**src/rtl/dec_n_scan.sv**
```systemverilog
// Registered N-to-2^N one-hot decoder with load, enable and auto-scan (DIV-cycle dwell).
// Optional macro DEC_PULSE_EN: y pulses once per load (direct) or once per dwell (scan).
module dec_n_scan #(
  parameter int N   = 2,
  parameter int DIV = 4
) (
  input  logic                clk,
  input  logic                rst_n,
  input  logic                en,
  input  logic                mode,
  input  logic                ld,
  input  logic [N-1:0]        a,
  output logic [(1<<N)-1:0]   y,
  output logic [N-1:0]        idx,
  output logic                wrap
);

  localparam int W  = 1 << N;
  localparam int DW = (DIV > 1) ? $clog2(DIV) : 1;
  localparam logic [DW-1:0] DWELL_LAST = DW'(DIV - 1);

  logic [N-1:0]  idx_q,   idx_d;
  logic [DW-1:0] dwell_q, dwell_d;
  logic          mode_q,  mode_d;
  logic [W-1:0]  y_q,     y_d;
  logic          wrap_q,  wrap_d;

  // NOTE: every variable gets a default before any branch so no path leaves one unassigned (no latches).
  always_comb begin
    idx_d   = idx_q;
    dwell_d = dwell_q;
    mode_d  = mode;
    wrap_d  = 1'b0;
    y_d     = '0;

    if (en) begin
      if (ld) begin
        idx_d   = a;
        dwell_d = '0;
      end else if (mode != mode_q) begin
        dwell_d = '0;
      end else if (mode && dwell_q == DWELL_LAST) begin
        dwell_d = '0;
        idx_d   = idx_q + N'(1);
        wrap_d  = (idx_q == '1);
      end else if (mode) begin
        dwell_d = dwell_q + DW'(1);
      end else begin
        dwell_d = '0;
      end

`ifdef DEC_PULSE_EN
      if (mode) begin
        if (dwell_d == '0) y_d = W'(1) << idx_d;
      end else if (ld) begin
        y_d = W'(1) << idx_d;
      end
`else
      y_d = W'(1) << idx_d;
`endif
    end
  end

  // NOTE: sequential state uses non-blocking assignments so all flops update from pre-edge values.
  always_ff @(posedge clk or negedge rst_n) begin
    if (!rst_n) begin
      idx_q   <= '0;
      dwell_q <= '0;
      mode_q  <= 1'b0;
      y_q     <= '0;
      wrap_q  <= 1'b0;
    end else begin
      idx_q   <= idx_d;
      dwell_q <= dwell_d;
      mode_q  <= mode_d;
      y_q     <= y_d;
      wrap_q  <= wrap_d;
    end
  end

  assign y    = y_q;
  assign idx  = idx_q;
  assign wrap = wrap_q;

endmodule

```
**config.mk**
```make
export PLATFORM = sky130hd
export DESIGN_NAME = dec_n_scan
export DESIGN_NICKNAME = d
export VERILOG_FILES = /design/src/rtl/dec_n_scan.sv
export SDC_FILE = /design/constraint.sdc
export NUM_CORES = 1
export LEC_CHECK = 0
export CAP_MARGIN = 25
export CORE_AREA = 3 3 42 44
export DETAILED_ROUTE_END_ITERATION = 12
export DIE_AREA = 0 0 45 47
export PLACE_DENSITY_LB_ADDON = 0.12
export SLEW_MARGIN = 40
export SYNTH_ARGS = -nofsm -noshare
export SYNTH_HDL_FRONTEND = slang
export SYNTH_SLANG_ARGS = --single-unit
```
**constraint.sdc**
```tcl
create_clock -name clk -period 2 [get_ports clk]
set_clock_uncertainty 0.15 [all_clocks]
set_input_delay 0.5 -clock clk [delete_from_list [all_inputs] [get_ports clk]]
set_output_delay 0.5 -clock clk [all_outputs]
set_load 0.01 [all_outputs]
```
==> flow_metrics.env <==
export IMPL_run_status="completed"
export IMPL_final_hold_violation_count=0
export IMPL_cp_cell_sequence="clkdlybuf4s50_1"
export IMPL_cp_top_family="buffers and inverters"
export IMPL_design_core_area_mm2=0.001471
export IMPL_grt_overflow_total=0
export IMPL_placement_cell_area_um2=634.4
export IMPL_critical_path_start_type="flip-flop"
export IMPL_final_period_utilization=0.9659
export IMPL_ys_types=21
export IMPL_total_leakage_power_nw=0.3161
export IMPL_max_slew_margin=0.6876
export IMPL_worst_margin_slew_ns=0.4672
export IMPL_vdd_ir_drop_max_v=0.0005139
export IMPL_reg2reg_slack_ns=0.45
export IMPL_cp_num_buf_inv=1
export IMPL_drt_wl_cell_um=11.94
export IMPL_floorplan_initialDensity=0.3325
export IMPL_drv_cap=0
export IMPL_share_of_final_layout_standard_cells_stronger_than_drive_strength_1=0.1045
export IMPL_rr_worst_depth=5
export IMPL_place_gp_congestion=0.8088
export IMPL_syn_inst=51
export IMPL_routed_wl_um=991
export IMPL_crit_path_max_fanout=6
export IMPL_crit_path_max_incr_delay_ns=0.57
export IMPL_grt_max_degree=11
export IMPL_clk_insertion_delay_late_ns=0.27
export IMPL_postRouteAntennaNets=0
export IMPL_tot_gr_track_use=0.1076
export IMPL_routed_via_count=414
export IMPL_cts_buffers=3
export IMPL_post_route_cell_area_um2=670.6
export IMPL_post_route_min_period_ns=1.932
export IMPL_layout_nets=77
export IMPL_worst_path_stages=1
export IMPL_cts_tree="built"
export IMPL_ys_seq_elements=10
export IMPL_required_ns=1.35
export IMPL_cts_clk_slew_worst_paths_ns=0.06
export IMPL_timing_hold_worst_class="reg2reg"
export IMPL_flow_area_growth_from_synthesis_pct=37.08
export IMPL_setup_tns_ns=0
export IMPL_synthesis_yosys_warnings=0
export IMPL_setup_worst_path_end_class="output pin"
export IMPL_drcViolationCount=0
export IMPL_count_of_port_buffers_added_during_placement=13
export IMPL_die_x_um=45
export IMPL_dp_final_hpwl_um=743.3
export IMPL_cts_root_buffer_cell="sky130_fd_sc_hd__clkbuf_4"
export IMPL_syn_area_per_cell_um2=9.593
export IMPL_ctsLongestPathBuffers=2
export IMPL_cell_with_the_largest_stage_delay_on_the_worst_path="sky130_fd_sc_hd__clkdlybuf4s50_1"
export IMPL_worst_setup_path_startpoint="idx[0]$_DFFE_PN0P_"
export IMPL_mostFrequentLayoutCell="sky130_fd_sc_hd__clkdlybuf4s50_1"
export IMPL_unrepaired_setup_endpoints_after_global_routing="false"
export IMPL_dr_pass1_iters=4
export IMPL_floorplan_io_pins=14
export IMPL_number_of_clock_sinks=10
export IMPL_timing_final_setup_violations=0
export IMPL_avgViaCountPerCell=4.988
export IMPL_criticalPathCategory="reg2out"
export IMPL_final_cell_mix="sky130_fd_sc_hd__clkdlybuf4s50_1 (13), sky130_fd_sc_hd__dfrtp_1 (10), sky130_fd_sc_hd__nand2_1 (7), sky130_fd_sc_hd__nand3_1 (7), sky130_fd_sc_hd__nor2_1 (5)"
export IMPL_post_cts_buffers=0
export IMPL_placement_setup_worst_slack_ns=0.03286
export IMPL_source_of_the_worst_register_to_register_timing_path="dwell_q[0]$_DFFE_PN0P_"
export IMPL_grt_first_pass_wirelength_um=1621
export IMPL_synth_area_um2=489.2
export IMPL_post_cts_resize_count=0
export IMPL_drc_violation_total_after_the_first_tritonroute_iteration=6
export IMPL_power_density_mw_per_mm2=743.1
export IMPL_cp_data_arrival_time_ns=1.28
export IMPL_net_count_after_synthesis=60
export IMPL_number_of_hold_repair_buffers_added_at_the_cts_stage=0
export IMPL_layout_setup_ws_ns=0.06828
export IMPL_synth_yosys_seq_area_share=0.5115
export IMPL_fmax_mhz=517.7
export IMPL_finalMaxSlewViolations=0
export IMPL_worst_setup_path_endpoint="idx[0]"
export IMPL_antenna_found_initial=0
export IMPL_antennaDiodeCount=0
export IMPL_rows=14
export IMPL_first_global_vias=370
export IMPL_htreeDepth=1
export IMPL_die_height_um=47
export IMPL_r2r_end="y[1]$_DFF_PN0_"
export IMPL_die_area_mm2=0.002115
-- metrics by stage --
step           power (mW)  instances  hold WS [ns]    util
4_1_cts            0.5056         83        0.3422  0.4558
3_3_place_gp       0.3229         79        0.3253  0.4311
6_report           0.4984         83        0.3399  0.4558
2_1_floorplan      0.2724         51       0.05441       -
5_1_grt            0.5303         83        0.3555  0.4558
3_5_place_dp       0.3219         79        0.3334  0.4311
-- worst min-delay path by stage --
stage,start,to,slack (ns),depth (start not counted)
6_report,dwell_q[0]$_DFFE_PN0P_,dwell_q[0]$_DFFE_PN0P_,0.34,1
5_1_grt,dwell_q[0]$_DFFE_PN0P_,dwell_q[0]$_DFFE_PN0P_,0.36,1
2_1_floorplan,rst_n,dwell_q[0]$_DFFE_PN0P_,0.05,0
3_5_place_dp,dwell_q[0]$_DFFE_PN0P_,dwell_q[0]$_DFFE_PN0P_,0.33,1
4_1_cts,dwell_q[0]$_DFFE_PN0P_,dwell_q[0]$_DFFE_PN0P_,0.34,1
3_3_place_gp,dwell_q[0]$_DFFE_PN0P_,dwell_q[0]$_DFFE_PN0P_,0.33,1
-- synthesized netlist by cell type --
cell / number / area (um2)
sky130_fd_sc_hd__dfrtp_1: 10 / 250.2
sky130_fd_sc_hd__nand2_1: 7 / 26.28
sky130_fd_sc_hd__nand3_1: 7 / 35.03
sky130_fd_sc_hd__nor2_1: 5 / 18.77
sky130_fd_sc_hd__and3_1: 3 / 18.77
sky130_fd_sc_hd__ha_1: 2 / 25.02
sky130_fd_sc_hd__nor2b_1: 2 / 12.51
sky130_fd_sc_hd__o21ai_0: 2 / 10.01
sky130_fd_sc_hd__a21bo_2: 1 / 10.01
sky130_fd_sc_hd__a21oi_1: 1 / 5.000
sky130_fd_sc_hd__a41o_1: 1 / 10.01
sky130_fd_sc_hd__buf_2: 1 / 5.000
sky130_fd_sc_hd__buf_6: 1 / 11.26
sky130_fd_sc_hd__clkbuf_1: 1 / 3.750
sky130_fd_sc_hd__inv_1: 1 / 3.750
sky130_fd_sc_hd__mux2i_1: 1 / 10.01
sky130_fd_sc_hd__nand4_1: 1 / 6.260
sky130_fd_sc_hd__o21a_1: 1 / 7.510
sky130_fd_sc_hd__o21ai_1: 1 / 5.000
sky130_fd_sc_hd__o22ai_1: 1 / 6.260
sky130_fd_sc_hd__xnor2_1: 1 / 8.760
-- kinds of logic (layout without fill, tap and decap cells) --
kind of cell / after synthesis / after routing / share of synthesized area
adder cells (fa/ha/maj): 2 / 2 / 0.05114
AND/OR/NAND/NOR: 25 / 25 / 0.2404
flip-flops: 10 / 10 / 0.5115
AO/OA/AOI/OAI: 8 / 8 / 0.1100
multiplexers: 1 / 1 / 0.02046
XOR/XNOR: 1 / 1 / 0.01791
buffers and inverters: 4 / 20 / 0.04857
-- registers in the layout, indices dropped and copies added, names as in the netlist --
register  cells
idx           2
dwell_q       2
y             4
mode_q        1
wrap          1
-- final cells by class --
cell class                      instances  area [um2]
Fill cell                             154       800.8
Sequential cell                        10       250.2
Multi-Input combinational cell         37       215.2
Timing Repair Buffer                   15       145.1
Clock buffer                            4       36.28
Tap cell                               16       20.02
Inverter                                1       3.754
-- power by group --
part           total [mW]  switching [mW]  internal (mW)
Clock               0.179          0.0688          0.111
Combinational      0.0911          0.0416         0.0495
Sequential          0.228          0.0121          0.216
Total               0.498           0.123          0.376
-- metal layers --
metal,global-route usage,up-vias,share of wire,wire length (um)
li1,-,207,-,-
met1,0.1305,194,0.47,462
met2,0.1723,11,0.45,449
met3,0.05747,2,0.075,74
met4,0.01754,0,0.0061,6
met5,0,-,0,0
(Power assumes the default switching activity.)
